--- config.mk ---
export PLATFORM = sky130hd
export DESIGN_NAME = hotspot_pos_ctrl_flat
export DESIGN_NICKNAME = d
export VERILOG_FILES = /design/src/rtl/hotspot_pos_ctrl_if.sv /design/src/rtl/hotspot_pos_ctrl.sv /design/src/flat_wrapper.sv
export SDC_FILE = /design/constraint.sdc
export NUM_CORES = 1
export LEC_CHECK = 0
export CAP_MARGIN = 20
export CORE_MARGIN = 3
export CORE_UTILIZATION = 42
export DETAILED_ROUTE_END_ITERATION = 7
export PLACE_DENSITY = 0.74
export SLEW_MARGIN = 40
export SYNTH_ARGS = -nofsm -noshare
export SYNTH_HDL_FRONTEND = slang
export SYNTH_SLANG_ARGS = --single-unit
--- constraint.sdc ---
create_clock -name clk_pix -period 1.6 [get_ports clk_pix]
set_input_delay 0.32 -clock clk_pix [delete_from_list [all_inputs] [get_ports clk_pix]]
set_output_delay 0.32 -clock clk_pix [all_outputs]
set_load 0.1 [all_outputs]
--- src/rtl/hotspot_pos_ctrl_if.sv ---
// -----------------------------------------------------------------------------
// hotspot_pos_ctrl_if
// Position-sample channel from the localization engine to the hotspot
// position controller. A sample transfers on any rising clk_pix edge where
// pos_valid and pos_ready are both high.
//
// Signals
//   pos_valid  engine -> ctrl   sample on pos_x/pos_y is valid
//   pos_ready  ctrl -> engine   controller accepts the sample this cycle
//   pos_x      engine -> ctrl   signed 32-bit X coordinate in pixels
//   pos_y      engine -> ctrl   signed 32-bit Y coordinate in pixels
//
// Modports
//   master  localization engine side
//   slave   hotspot_pos_ctrl side
// -----------------------------------------------------------------------------
interface hotspot_pos_ctrl_if;
   logic               pos_valid;
   logic               pos_ready;
   logic signed [31:0] pos_x;
   logic signed [31:0] pos_y;

   modport master (
      output pos_valid,
      output pos_x,
      output pos_y,
      input  pos_ready
   );

   modport slave (
      input  pos_valid,
      input  pos_x,
      input  pos_y,
      output pos_ready
   );
endinterface

--- src/rtl/hotspot_pos_ctrl.sv ---
// -----------------------------------------------------------------------------
// hotspot_pos_ctrl
// Accepts position samples from the localization engine, clamps them to the
// display area and commits them to the overlay once per frame, on the cycle
// after the frame tick derived from vs_in. The overlay is hidden after
// TIMEOUT_FRAMES consecutive frames without a new sample.
//
// Parameters
//   H_RES           horizontal clamp limit for the hotspot centre
//   V_RES           vertical clamp limit for the hotspot centre
//   TIMEOUT_FRAMES  empty frames before hiding the hotspot (1..255)
//
// Ports
//   clk_pix   pixel clock, rising edge
//   rst_n     asynchronous active-low reset
//   pos       slave side of hotspot_pos_ctrl_if (valid/ready, x, y)
//   vs_in     active-high vertical sync
//   hs_x      committed hotspot centre X
//   hs_y      committed hotspot centre Y
//   hs_ena    one-cycle strobe in the cycle hs_x/hs_y change
//   ovl_show  overlay enable
//
// Build option
//   HOTSPOT_SMOOTH_EN  when defined, commits made while already showing are
//                      low-pass filtered: hs = (3*hs + new + 2) >> 2.
//                      Loads out of IDLE are always direct.
// -----------------------------------------------------------------------------
module hotspot_pos_ctrl #(
   parameter int H_RES          = 480,
   parameter int V_RES          = 272,
   parameter int TIMEOUT_FRAMES = 30
) (
   input  logic                clk_pix,
   input  logic                rst_n,
   hotspot_pos_ctrl_if.slave   pos,
   input  logic                vs_in,
   output logic [15:0]         hs_x,
   output logic [15:0]         hs_y,
   output logic                hs_ena,
   output logic                ovl_show
);

   typedef enum logic {
      IDLE = 1'b0,
      SHOW = 1'b1
   } state_t;

   localparam logic signed [31:0] H_LIM       = 32'(H_RES);
   localparam logic signed [31:0] V_LIM       = 32'(V_RES);
   localparam logic [7:0]         TIMEOUT_CNT = 8'(TIMEOUT_FRAMES);

   state_t      state;
   state_t      state_next;
   logic        vs_q;
   logic        frame_tick;
   logic        ready_q;
   logic        handshake;
   logic        pending_flag;
   logic [15:0] pend_x;
   logic [15:0] pend_y;
   logic [7:0]  miss_cnt;
   logic [7:0]  miss_next;
   logic [7:0]  miss_inc;
   logic [15:0] hs_x_next;
   logic [15:0] hs_y_next;
   logic        commit;

   // Negative coordinates pin to 0, anything beyond the limit pins to it.
   function automatic logic [15:0] clamp_coord(input logic signed [31:0] v,
                                               input logic signed [31:0] lim);
      logic [15:0] r;
      if (v < 0)
         r = 16'd0;
      else if (v > lim)
         r = lim[15:0];
      else
         r = v[15:0];
      return r;
   endfunction

   assign pos.pos_ready = ready_q;
   assign handshake     = pos.pos_valid & ready_q;
   assign miss_inc      = miss_cnt + 8'd1;

`ifdef HOTSPOT_SMOOTH_EN
   logic [15:0] smooth_x;
   logic [15:0] smooth_y;

   // 18 bits hold 3*65535 + 65535 + 2 without overflow.
   assign smooth_x = 16'(({2'b00, hs_x} * 18'd3 + {2'b00, pend_x} + 18'd2) >> 2);
   assign smooth_y = 16'(({2'b00, hs_y} * 18'd3 + {2'b00, pend_y} + 18'd2) >> 2);
`endif

   // Frame tick is the registered rising edge of vs_in; ready stays low only
   // while reset is asserted.
   always_ff @(posedge clk_pix or negedge rst_n) begin
      if (!rst_n) begin
         vs_q       <= 1'b0;
         frame_tick <= 1'b0;
         ready_q    <= 1'b0;
      end else begin
         vs_q       <= vs_in;
         frame_tick <= vs_in & ~vs_q;
         ready_q    <= 1'b1;
      end
   end

   // Single pending slot: latest sample wins, and a handshake arriving in the
   // commit cycle keeps the flag set because the commit consumed the old one.
   always_ff @(posedge clk_pix or negedge rst_n) begin
      if (!rst_n) begin
         pend_x       <= 16'd0;
         pend_y       <= 16'd0;
         pending_flag <= 1'b0;
      end else if (handshake) begin
         pend_x       <= clamp_coord(pos.pos_x, H_LIM);
         pend_y       <= clamp_coord(pos.pos_y, V_LIM);
         pending_flag <= 1'b1;
      end else if (commit) begin
         pending_flag <= 1'b0;
      end
   end

   // Next-state logic: commits and miss counting only happen on frame_tick.
   always_comb begin
      state_next = state;
      hs_x_next  = hs_x;
      hs_y_next  = hs_y;
      miss_next  = miss_cnt;
      commit     = 1'b0;
      case (state)
         IDLE: begin
            if (frame_tick && pending_flag) begin
               commit     = 1'b1;
               hs_x_next  = pend_x;
               hs_y_next  = pend_y;
               miss_next  = 8'd0;
               state_next = SHOW;
            end
         end
         SHOW: begin
            if (frame_tick) begin
               if (pending_flag) begin
                  commit    = 1'b1;
`ifdef HOTSPOT_SMOOTH_EN
                  hs_x_next = smooth_x;
                  hs_y_next = smooth_y;
`else
                  hs_x_next = pend_x;
                  hs_y_next = pend_y;
`endif
                  miss_next = 8'd0;
               end else if (miss_inc == TIMEOUT_CNT) begin
                  miss_next  = 8'd0;
                  state_next = IDLE;
               end else begin
                  miss_next  = miss_inc;
               end
            end
         end
      endcase
   end

   // Output and state registers; ovl_show follows the state being entered.
   always_ff @(posedge clk_pix or negedge rst_n) begin
      if (!rst_n) begin
         state    <= IDLE;
         hs_x     <= 16'd0;
         hs_y     <= 16'd0;
         miss_cnt <= 8'd0;
         hs_ena   <= 1'b0;
         ovl_show <= 1'b0;
      end else begin
         state    <= state_next;
         hs_x     <= hs_x_next;
         hs_y     <= hs_y_next;
         miss_cnt <= miss_next;
         hs_ena   <= commit;
         ovl_show <= (state_next == SHOW);
      end
   end

endmodule

--- src/flat_wrapper.sv ---
// flat-port wrapper written by rule: the top's interface ports become plain ports
module hotspot_pos_ctrl_flat 
#(
   parameter int H_RES          = 480,
   parameter int V_RES          = 272,
   parameter int TIMEOUT_FRAMES = 30
)
  (clk_pix, rst_n, vs_in, hs_x, hs_y, hs_ena, ovl_show, pos_pos_valid, pos_pos_x, pos_pos_y, pos_pos_ready);
  hotspot_pos_ctrl_if pos_i ();
  input  logic clk_pix;
  input  logic rst_n;
  input  logic vs_in;
  output logic [15:0] hs_x;
  output logic [15:0] hs_y;
  output logic hs_ena;
  output logic ovl_show;
  input wire logic [$bits(pos_i.pos_valid)-1:0] pos_pos_valid;
  input wire logic [$bits(pos_i.pos_x)-1:0] pos_pos_x;
  input wire logic [$bits(pos_i.pos_y)-1:0] pos_pos_y;
  output wire logic [$bits(pos_i.pos_ready)-1:0] pos_pos_ready;
  assign pos_i.pos_valid = pos_pos_valid;
  assign pos_i.pos_x = pos_pos_x;
  assign pos_i.pos_y = pos_pos_y;
  assign pos_pos_ready = pos_i.pos_ready;
  hotspot_pos_ctrl #(.H_RES(H_RES), .V_RES(V_RES), .TIMEOUT_FRAMES(TIMEOUT_FRAMES)) u_core (.clk_pix(clk_pix), .rst_n(rst_n), .pos(pos_i), .vs_in(vs_in), .hs_x(hs_x), .hs_y(hs_y), .hs_ena(hs_ena), .ovl_show(ovl_show));
endmodule
Word level (Yosys, flattened, before mapping)
Index checks and enable logic that the tools add are counted.
Widths: inputs -> output; s select.
{"block": "totals", "regBits": 78, "in_bits": 68, "wordCells": 55}
{"block": "classes", "addsub": 1, "n_lt_le_gt_ge": 4, "eq_ne": 4, "mux": 27, "n_bitwise": 4, "n_reduce_logical": 4}
{"op": "$mux 16", "n": 10}
{"op": "$gt 32x10->1 const B", "n": 2}
{"op": "$lt 32x1->1 const B", "n": 2}
{"op": "$pmux 16 s2", "n": 2}
{"op": "$mux 8", "n": 4}
{"op": "$pmux 8 s2", "n": 1}
{"op": "$add 8x1->8 const B", "n": 1}
{"op": "$eq 8x5->1 const B", "n": 1}
{"op": "$mux 1", "n": 8}
{"op": "$ne 2x2->1 const B", "n": 2}
{"op": "$pmux 1 s2", "n": 2}
{"op": "$reduce_and 3->1", "n": 1}
{"op": "$and 1x1->1", "n": 2}
{"op": "$ne 2x1->1 const B", "n": 1}
{"op": "$not 1->1", "n": 2}
{"op": "$reduce_and 2->1", "n": 1}
{"op": "$reduce_bool 2->1", "n": 1}
{"op": "$logic_and 1x1->1", "n": 1}

Longest topological paths before layout
Gate-level depths: netlist (run 1).
{"block": "logic_depth", "ltp_word": 6, "ltp_mapped": 6, "mapped_depth_nobuf": 6}

Least setup slack after synthesis (run 1)
OpenSTA, ideal clock, no wires.
{"block": "synth_path", "kind": "register to register", "startpoint": "reg, netlist name u_core.ovl_show", "endpoint": "reg u_core.miss_cnt[4]", "setup_time_ns": 0.087, "t_arrival_ns": 1.826, "setup_slack_ns": -0.313, "path_stages_with_launch": 5, "path_buffers": 0, "path_cell_list": "dfrtp_1 > inv_1 > nor3_2 > o311ai_1 > a22oi_1"}
{"element": "end signal: assignment", "line_no": "hotspot_pos_ctrl.sv:177", "rtl": "miss_cnt <= miss_next;"}
{"element": "end: declaration", "line_no": "hotspot_pos_ctrl.sv:61", "rtl": "logic [7:0] miss_cnt;"}

Worst setup path after layout (run 1)
{"block": "layout_path", "startpoint": "reg u_core.miss_cnt[1]", "endpoint": "reg u_core.miss_cnt[4]"}
{"block": "layout_via", "elab_chain_cells": 6}
{"element": "$add 8x1->8 *", "line_no": "hotspot_pos_ctrl.sv:83", "rtl": "assign miss_inc = miss_cnt + 8'd1;"}
{"element": "$eq 8x5->1", "line_no": "hotspot_pos_ctrl.sv:153", "rtl": "end else if (miss_inc == TIMEOUT_CNT) begin"}
{"element": "$mux 8 *", "line_no": "hotspot_pos_ctrl.sv:153"}
{"element": "$mux 8 *", "line_no": "hotspot_pos_ctrl.sv:143", "rtl": "if (pending_flag) begin"}
{"element": "$mux 8 *", "line_no": "hotspot_pos_ctrl.sv:142", "rtl": "if (frame_tick) begin"}
{"element": "$pmux 8 s2 *", "line_no": "hotspot_pos_ctrl.sv:131", "rtl": "case (state)"}
Every way passes the cells marked *; elsewhere a longest branch is shown, timed or not. The select of a mux whose other input is x is not followed.
A chain may end at the register's enable or synchronous reset.

==> results of run 1 <==
worst max path at each step:
stage | to | slack (ps)
after floorplan | u_core.miss_cnt[4] | -10
after global placement | u_core.pend_y[0] | -270
after detailed placement | u_core.pend_y[0] | -300
after CTS | u_core.miss_cnt[4] | 0.1
after global routing | u_core.miss_cnt[4] | -120
final | u_core.miss_cnt[4] | -20
metal layers:
layer / share of wire, % / vias up / wire length [um] / track usage, %
li1: - / 1213 / - / -
met1: 41 / 1276 / 3050 / 21.3
met2: 51 / 87 / 3850 / 31.4
met3: 6.4 / 12 / 482 / 5.58
met4: 1.7 / 0 / 130 / 6.25
met5: 0 / - / 0 / 0
worst max-delay path, stage by stage, from the launching register on:
cell	delay, ps
dfrtp_2	450
ha_4	180
and3_4	200
a31oi_4	340
o311ai_2	160
a22oi_1	210
flip-flops by register name (all words and copies together), names as in the netlist:
name	count
u_core.pend_x	16
u_core.ovl_show	1
u_core.miss_cnt	8
u_core.vs_q	1
u_core.pend_y	16
u_core.frame_tick	1
u_core.hs_x	16
u_core.hs_ena	1
u_core.hs_y	16
u_core.pending_flag	1
u_core.pos.pos_ready	1
cell type report:
class | instances | area [sq um]
clock buffers | 11 | 131
clock inverters | 5 | 58.8
fillers | 531 | 2200
inverters | 6 | 22.5
multi-input cells | 170 | 1370
flip-flops and latches | 78 | 1960
well taps | 99 | 124
repair buffers | 127 | 1580
power groups by stage:
stage               clock (mW)  sequential, mW  combinational, mW
detailed placement           0            2.18              0.997
finish                    1.43            2.14               1.02
floorplan                    0            2.49              0.148
global placement             0            2.17              0.980
global route              1.56            2.15               1.07
CTS                       1.47            2.14               1.00
cell usage in the layout (no fill, tap or decap), types with 2 or more instances in the layout:
master / count
o311ai_2: 4
dfrtp_2: 4
nand4_1: 2
inv_1: 6
nor4_1: 8
a31o_1: 7
dfrtp_1: 74
o31ai_1: 6
nor4_2: 4
buf_4: 23
buf_12: 37
a41o_1: 4
nand2_1: 17
a21oi_1: 3
mux2_2: 32
clkdlybuf4s50_1: 66
and2_1: 28
nor2b_2: 2
o311ai_1: 2
clkbuf_1: 2
nor3_1: 12
clkinvlp_4: 2
nor3_2: 2
nor2_1: 5
clkbuf_8: 9
nand3_1: 4
o21ai_0: 4
a22o_1: 2
per-stage QoR:
step           hold WS [ps]  utilization (%)  area (sq um)  worst slack, ps
5_1_grt                 430             70.5          5250             -117
4_1_cts                 409             69.0          5140            0.119
3_3_place_gp            254             66.2          4930             -267
2_1_floorplan          24.4                -          3300            -12.4
3_5_place_dp            260             66.2          4930             -298
6_report                399             70.5          5250            -24.7
kinds of logic (layout without fill, tap and decap cells):
group,after synthesis,in the layout,share of synthesized area [%]
xor gates and xnor gates,2,2,0.531
DFF,78,78,59.2
buffers and inverters,14,149,1.71
muxes,32,32,10.9
adders and majority gates,2,2,0.759
other,1,1,0.114
AOI/OAI and AO/OA,42,42,10.3
and+or+nand+nor,91,91,16.4
timing repair:
action,CTS,global route
endpoints found under the hold margin,23,0
gates resized for setup,7,13
cloned,0,0
buffers inserted,0,4
pin swaps,1,8
hold buffers,1,0
setup endpoints to repair,5,11
==> results.tsv, run 1 <==
stage	metric	value	unit
power_and_ir_drop	Pwr Total	4.59	mW
placed_design	Port Buffers	102	
timing	min Tclk post-route	1620	ps
logic_synthesis	Post-synth top cells	dfrtp_1, mux2_2, and2_1	
timing	PnR worst setup slack	-24.7	ps
worst_setup_path	nature of the critical path endpoint	flip-flop	
run_status	failing checks	setup timing	
timing	clk_skew	6.91	ps
floorplan	die width	94.6	um
logic_synthesis	Post-synth EDFFs	0	
logic_synthesis	synthesized flop and latch total	78	
logic_synthesis	Synth top area share	59.2	%
clocking	H-tree levels	3	
logic_synthesis	Cells after Synth	262	
min_path	hold depth	1	
power_and_ir_drop	Pwr per Cell Area	875	nW/um^2
timing	Rel. slew slack	62.9	%
power_and_ir_drop	LEAKAGE	2.37	nW
clocking	CTS sink cnt	78	
worst_setup_path	worst reg2reg path endpoint	u_core.miss_cnt[4]	
routing	Detailed Routing Iterations Pass 1	4	
routing	Via density	5.22	
logic_synthesis	synth top area cells	dfrtp_1, mux2_2, and2_1, nand2_1, a31o_1	
timing	Setup Viol. Count Final	1	
power_and_ir_drop	logic gate share of total power	22.2	%
floorplan	initial core utilization	44.3	%
logic_synthesis	most common cell in the synthesized netlist	dfrtp_1	
clocking	CTS tree	yes	
worst_setup_path	worst endpoint required time	1850	ps
floorplan	Core Region	7450	sq um
cells_and_area	layout cell share with drive strength beyond 1	33.5	%
logic_synthesis	Synth Warn #	0	
routing	drc violations	0	
routing	DR WL/cell	15.1	um
clocking	clock-pin slew on the worst setup and hold paths	80	ps
worst_setup_path	worst r2r path cells	5	
timing	Final Hold Fails	0	
power_and_ir_drop	Sw Pwr	1.36	mW
cells_and_area	antenna cells	0	
clocking	clk buf depth	2	
run_status	status	finished with violations	
run	Max Cap Violations	0	
placed_design	post-detail-place hpwl	5690	um
floorplan	Rows	31	
timing	RSZ-0062 raised after global routing	true	
logic_synthesis	ys flop type	dfrtp_1	
global_route	gr usage total	18.1	%
logic_synthesis	Seq/Total Area, Yosys	59.2	%
worst_setup_path	reg2reg setup slack	-20	ps
power_and_ir_drop	internal power	3.24	mW
clocking	TritonCTS buffer count	9	
global_route	largest net degree at the start of global routing	34	
floorplan	die area	8950	sq um
clocking	root buffer cell	clkbuf_8	
global_route	first-pass GRT wire length	12600	um
timing	setup TNS	-24.7	ps
global_route	number of global-route vias before repair	2773	
floorplan	die height	94.6	um
power_and_ir_drop	Sequential Power Share	46.6	%
logic_synthesis	Post-Syn Nets	332	
power_and_ir_drop	Clk pwr share	31.2	%
worst_setup_path	Worst setup startpoint	u_core.miss_cnt[1]	
placed_design	Placed Cells incl. Taps	475	
routing	final WL	7510	um
timing	fmax	0.615	GHz
worst_setup_path	crit start category	flip-flop	
logic_synthesis	Synth area leader	dfrtp_1	
logic_synthesis	Distinct cells, synth	40	
placed_design	RePlAce Congestion	0.832	
worst_setup_path	reg-to-reg critical path startpoint	u_core.miss_cnt[1]	
worst_setup_path	WP data arrival	1880	ps
clocking	clock latency at the later pin of the worst-skew pair	350	ps
cells_and_area	Layout area overhead	59.2	%
worst_setup_path	CP Max Fanout	8	
routing	via count	2588	
min_path	Hold EP	u_core.frame_tick	
power_and_ir_drop	sw frac	29.5	%
timing	period utilisation layout	102	%
cells_and_area	post-route insts no fill	496	
min_path	Hold Crit Class	flip-flop to flip-flop	
routing	antenna-violating nets left	0	
global_route	global route overflow	0	
cells_and_area	nets	462	
timing	Least-Margin Pin Slew	553	ps
global_route	initial antenna violation count	0	
power_and_ir_drop	Peak VDD IR	0.829	mV
timing	Slew Limit Fails	0	
logic_synthesis	Syn Area/Cell	12.6	sq um
min_path	hold path start	u_core.vs_q	
logic_synthesis	Mapped Area	3300	sq um
routing	initial DRC count	65	
worst_setup_path	crit path kind	flip-flop to flip-flop	
logic_synthesis	FFs w/ async S/R, synth	100	%
floorplan	I/O Pins	103	
No activity file was read; power rests on OpenSTA's default activity.
==> inputs of run 2 (changes only) <==
--- a/config.mk
+++ b/config.mk
@@ -7,9 +7,10 @@
 export LEC_CHECK = 0
 export CAP_MARGIN = 20
 export CORE_MARGIN = 3
-export CORE_UTILIZATION = 42
+export CORE_UTILIZATION = 52
+export CTS_BUF_LIST = sky130_fd_sc_hd__clkbuf_8
 export DETAILED_ROUTE_END_ITERATION = 7
-export PLACE_DENSITY = 0.74
+export PLACE_DENSITY = 0.86
 export SLEW_MARGIN = 40
 export SYNTH_ARGS = -nofsm -noshare
 export SYNTH_HDL_FRONTEND = slang
==> constraint.sdc (replaced) <==
create_clock -name clk_pix -period 1.9 [get_ports clk_pix]
set_input_delay 0.38 -clock clk_pix [delete_from_list [all_inputs] [get_ports clk_pix]]
set_output_delay 0.38 -clock clk_pix [all_outputs]
set_load 0.1 [all_outputs]
==> results.tsv, run 2 (synthesis gave the netlist of run 1 again) <==
stage	metric	value	unit
worst_setup_path	reg2reg setup slack	180	ps
worst_setup_path	CP Max Fanout	8	
min_path	Hold Crit Class	flip-flop to flip-flop	
placed_design	Port Buffers	102	
run_status	status	complete, no violations	
timing	Least-Margin Pin Slew	644	ps
global_route	global route overflow	0	
clocking	CTS sink cnt	78	
run	Max Cap Violations	0	
cells_and_area	most frequent cells in the layout	dfrtp_1, clkdlybuf4s50_1, buf_4	
floorplan	Core Region	6030	sq um
routing	initial DRC count	109	
floorplan	initial core utilization	54.7	%
cells_and_area	layout cell share with drive strength beyond 1	27.6	%
timing	fmax	0.583	GHz
clocking	clock latency at the later pin of the worst-skew pair	340	ps
routing	Via density	5.56	
power_and_ir_drop	Peak VDD IR	0.622	mV
timing	period utilisation layout	90.3	%
cells_and_area	most common cell after layout, fill and taps aside	dfrtp_1	
global_route	initial antenna violation count	0	
clocking	TritonCTS buffer count	9	
clocking	clock-pin slew on the worst setup and hold paths	80	ps
clocking	CTS tree	yes	
worst_setup_path	worst endpoint required time	2100	ps
routing	antenna-violating nets left	0	
placed_design	post-detail-place hpwl	5390	um
timing	RSZ-0062 raised after global routing	false	
global_route	number of global-route vias before repair	2728	
worst_setup_path	WP data arrival	1920	ps
cells_and_area	Layout area overhead	40.2	%
timing	PnR worst setup slack	184	ps
routing	Detailed Routing Iterations Pass 1	4	
global_route	largest net degree at the start of global routing	39	
cells_and_area	nets	445	
floorplan	die area	7330	sq um
worst_setup_path	crit start category	flip-flop	
timing	Final Hold Fails	0	
cells_and_area	Design Area, Final	4620	sq um
routing	DR WL/cell	16.1	um
placed_design	RePlAce Congestion	0.861	
global_route	first-pass GRT wire length	12500	um
floorplan	die width	85.6	um
timing	min Tclk post-route	1720	ps
cells_and_area	antenna cells	0	
routing	drc violations	0	
global_route	gr usage total	21.5	%
power_and_ir_drop	Pwr per Cell Area	836	nW/um^2
floorplan	Rows	28	
clocking	clk buf depth	2	
worst_setup_path	crit path kind	flip-flop to flip-flop	
timing	Slew Limit Fails	0	
timing	Setup Viol. Count Final	0	
power_and_ir_drop	LEAKAGE	2.21	nW
worst_setup_path	nature of the critical path endpoint	flip-flop	
floorplan	I/O Pins	103	
floorplan	die height	85.6	um
routing	final WL	7330	um
cells_and_area	Layout fillers	414	
clocking	setup repair bufs after CTS	0	
timing	Rel. slew slack	56.8	%
timing	clk_skew	7.69	ps
clocking	root buffer cell	clkbuf_8	
placed_design	dpl ws	-41.4	ps
routing	via count	2532	
clocking	H-tree levels	3	
placed_design	DP Area	4390	sq um
-- run 2: cell types whose count changed in the layout (fill, tap and decap cells not counted), moves of 2 or more --
cell | before | now
nor2b_2 | 2 | 0
dfrtp_1 | 74 | 77
nor2b_1 | 1 | 3
buf_12 | 37 | 4
o311ai_0 | 0 | 3
o311ai_2 | 4 | 0
clkbuf_1 | 2 | 0
buf_4 | 23 | 39
clkinvlp_4 | 2 | 0
dfrtp_2 | 4 | 1
-- run 2: area by class of cell --
type	count	area [sq um]	share of cell area [%]
flip-flops and latches	78	1950	42.3
multi-input cells	170	1290	27.9
repair buffers	110	1040	22.6
clock buffers	9	124	2.68
clock inverters	7	96.3	2.08
well taps	75	93.8	2.03
inverters	6	22.5	0.487
-- run 2: power by group --
group / switching, mW / total, mW / leakage (nW) / internal, mW
Combinational: 0.463 / 0.721 / 1.04 / 0.258
Clock: 0.614 / 1.36 / 0.114 / 0.747
Sequential: 0.0535 / 1.78 / 1.06 / 1.73
-- run 2: final timing paths --
kind                       cells after the start          startpoint            endpoint
min in group asynchronous                      2               rst_n   u_core.pend_y[11]
min reg2reg                                    1         u_core.vs_q   u_core.frame_tick
max reg2reg                                    5  u_core.miss_cnt[0]  u_core.miss_cnt[2]
min                                            1         u_core.vs_q   u_core.frame_tick
max                                            5  u_core.miss_cnt[0]  u_core.miss_cnt[2]
max in group asynchronous                      3               rst_n  u_core.miss_cnt[2]
-- run 2: worst max-delay path, cell delays in order, from the launching register on --
cell and delay, ps:
dfrtp_1 440, ha_1 260, nor2b_1 200, o21ai_2 160, o311ai_0 390, nand3_1 140
-- run 2: metal layers --
layer / track usage (%) / part of all wire (%) / up-vias
li1: - / - / 1180
met1: 26.3 / 40 / 1248
met2: 37.4 / 52 / 96
met3: 5.57 / 6.2 / 8
met4: 6.62 / 1.0 / 0
met5: 0 / 0 / -
-- run 2: stage by stage --
stage	cells	power (mW)	hold slack [ps]	utilization [%]	TNS, ps
3_5_place_dp	438	2.54	293	72.9	-171
4_1_cts	455	3.90	406	76.7	0
6_report	455	3.86	403	76.7	0
3_3_place_gp	438	2.52	286	72.9	0
5_1_grt	455	4.02	415	76.7	0
2_1_floorplan	262	2.22	84.4	-	0
-- run 2: repair_timing --
action / in CTS / in global routing
hold buffers: 1 / 0
resized for setup: 0 / 1
hold endpoints to repair: 20 / 0
setup endpoints to repair: 0 / 1
==> inputs of run 3 (changes only) <==
--- a/config.mk
+++ b/config.mk
@@ -11,6 +11,7 @@
 export CTS_BUF_LIST = sky130_fd_sc_hd__clkbuf_8
 export DETAILED_ROUTE_END_ITERATION = 7
 export PLACE_DENSITY = 0.86
+export SKIP_CTS_REPAIR_TIMING = 1
 export SLEW_MARGIN = 40
 export SYNTH_ARGS = -nofsm -noshare
 export SYNTH_HDL_FRONTEND = slang
==> constraint.sdc (replaced) <==
create_clock -name clk_pix -period 1.9 [get_ports clk_pix]
set_input_delay 0.38 -clock clk_pix [delete_from_list [all_inputs] [get_ports clk_pix]]
set_output_delay 0.38 -clock clk_pix [all_outputs]
set_load 0.005 [all_outputs]
==> results.tsv, run 3 (synthesis gave the netlist of run 1 again) <==
stage	metric	value	unit
worst_setup_path	CP Max Fanout	8	
floorplan	I/O Pins	103	
placed_design	Port Buffers	102	
placed_design	post-detail-place hpwl	5350	um
global_route	gr usage total	22.0	%
timing	Slew Limit Fails	0	
clocking	H-tree levels	3	
clocking	clk buf depth	2	
floorplan	initial core utilization	54.7	%
floorplan	die width	85.6	um
clocking	TritonCTS buffer count	9	
floorplan	die height	85.6	um
power_and_ir_drop	Peak VDD IR	0.590	mV
timing	min Tclk post-route	1680	ps
global_route	first-pass GRT wire length	12200	um
timing	RSZ-0062 raised after global routing	false	
timing	clk_skew	10.9	ps
cells_and_area	Layout fillers	383	
placed_design	RePlAce Congestion	0.783	
routing	antenna-violating nets left	0	
min_path	Hold Crit Class	flip-flop to flip-flop	
floorplan	Rows	28	
timing	setup TNS	0	ps
cells_and_area	post-route insts no fill	453	
power_and_ir_drop	LEAKAGE	2.13	nW
run	Max Cap Violations	0	
routing	via count	2513	
timing	PnR worst setup slack	220	ps
clocking	root buffer cell	clkbuf_8	
routing	DR WL/cell	16.3	um
cells_and_area	most frequent cells in the layout	clkdlybuf4s50_1, dfrtp_1, mux2_2	
global_route	number of global-route vias before repair	2633	
timing	Rel. slew slack	63.0	%
clocking	clock-pin slew on the worst setup and hold paths	80	ps
clocking	CTS tree	yes	
global_route	largest net degree at the start of global routing	48	
placed_design	dpl ws	-49.4	ps
global_route	global route overflow	0	
global_route	initial antenna violation count	0	
routing	initial DRC count	143	
clocking	CTS sink cnt	78	
timing	Min Hold Slack	407	ps
floorplan	die area	7330	sq um
placed_design	Placed Cells incl. Taps	436	
worst_setup_path	crit path kind	flip-flop to flip-flop	
timing	period utilisation layout	88.4	%
cells_and_area	most common cell after layout, fill and taps aside	clkdlybuf4s50_1	
cells_and_area	nets	443	
timing	fmax	0.595	GHz
cells_and_area	layout cell share with drive strength beyond 1	17.7	%
timing	Final Hold Fails	0	
routing	Detailed Routing Iterations Pass 1	4	
routing	drc violations	0	
routing	Via density	5.55	
timing	Setup Viol. Count Final	0	
worst_setup_path	crit start category	flip-flop	
cells_and_area	antenna cells	0	
worst_setup_path	worst endpoint required time	2170	ps
run_status	status	complete, no violations	
power_and_ir_drop	Pwr Total	3.62	mW
clocking	clock latency at the later pin of the worst-skew pair	360	ps
cells_and_area	Layout area overhead	42.2	%
power_and_ir_drop	Pwr per Cell Area	772	nW/um^2
worst_setup_path	nature of the critical path endpoint	flip-flop	
floorplan	Core Region	6030	sq um
worst_setup_path	WP data arrival	1950	ps
routing	final WL	7380	um
timing	Least-Margin Pin Slew	552	ps
## run 3: changes by cell type in the layout (fill, tap and decap cells not counted)
cell             change
dfrtp_2              -1
clkdlybuf4s50_1     +35
dfrtp_1              +1
clkbuf_8             +1
o311ai_0             +1
o311ai_1             -1
clkinv_2             -1
buf_4               -36
buf_12               -1
## run 3: through the flow
stage | util, % | instance area, sq um
after detailed placement | 73.9 | 4450
after global placement | 73.9 | 4450
after CTS | 77.7 | 4680
after global routing | 77.8 | 4690
after floorplan | - | 3300
final | 77.8 | 4690
## run 3: routing by layer
metal | global-route usage [%] | routed length (um) | part of all wire (%)
met1 | 26.2 | 2980 | 40
met2 | 37.3 | 3800 | 51
met3 | 5.76 | 455 | 6.2
met4 | 10.4 | 137 | 1.9
met5 | 0 | 0 | 0
## run 3: power breakdown
group	total, mW	internal [mW]	switching (mW)
Clock	1.40	0.784	0.615
Sequential	1.78	1.73	0.0558
Combinational	0.437	0.271	0.165
Total	3.62	2.78	0.837
## run 3: area by class of cell
cell class                 instances  area, sq um  area share [%]
multi-input combinational        170         1290            27.5
tap                               75         93.8            2.00
timing repair buffer             108         1100            23.5
clock inverter                     6         91.3            1.95
inverter                           6         22.5           0.480
clock buffer                      10          138            2.93
sequential                        78         1950            41.6
## run 3: final timing paths
path / from / endpoint / slack, ps / cells past startpoint
max: u_core.miss_cnt[0] / u_core.miss_cnt[4] / 220 / 5
min: u_core.vs_q / u_core.frame_tick / 410 / 1
max reg2reg: u_core.miss_cnt[0] / u_core.miss_cnt[4] / 220 / 5
min reg2reg: u_core.vs_q / u_core.frame_tick / 410 / 1
max in group asynchronous: rst_n / u_core.hs_y[4] / 830 / 3
min in group asynchronous: rst_n / u_core.hs_y[13] / 490 / 2
## run 3: critical path, stage by stage (launching register included)
cell and delay (ps):
dfrtp_1 440, ha_1 260, and3_2 260, a31oi_4 290, o311ai_1 130, a22oi_1 220
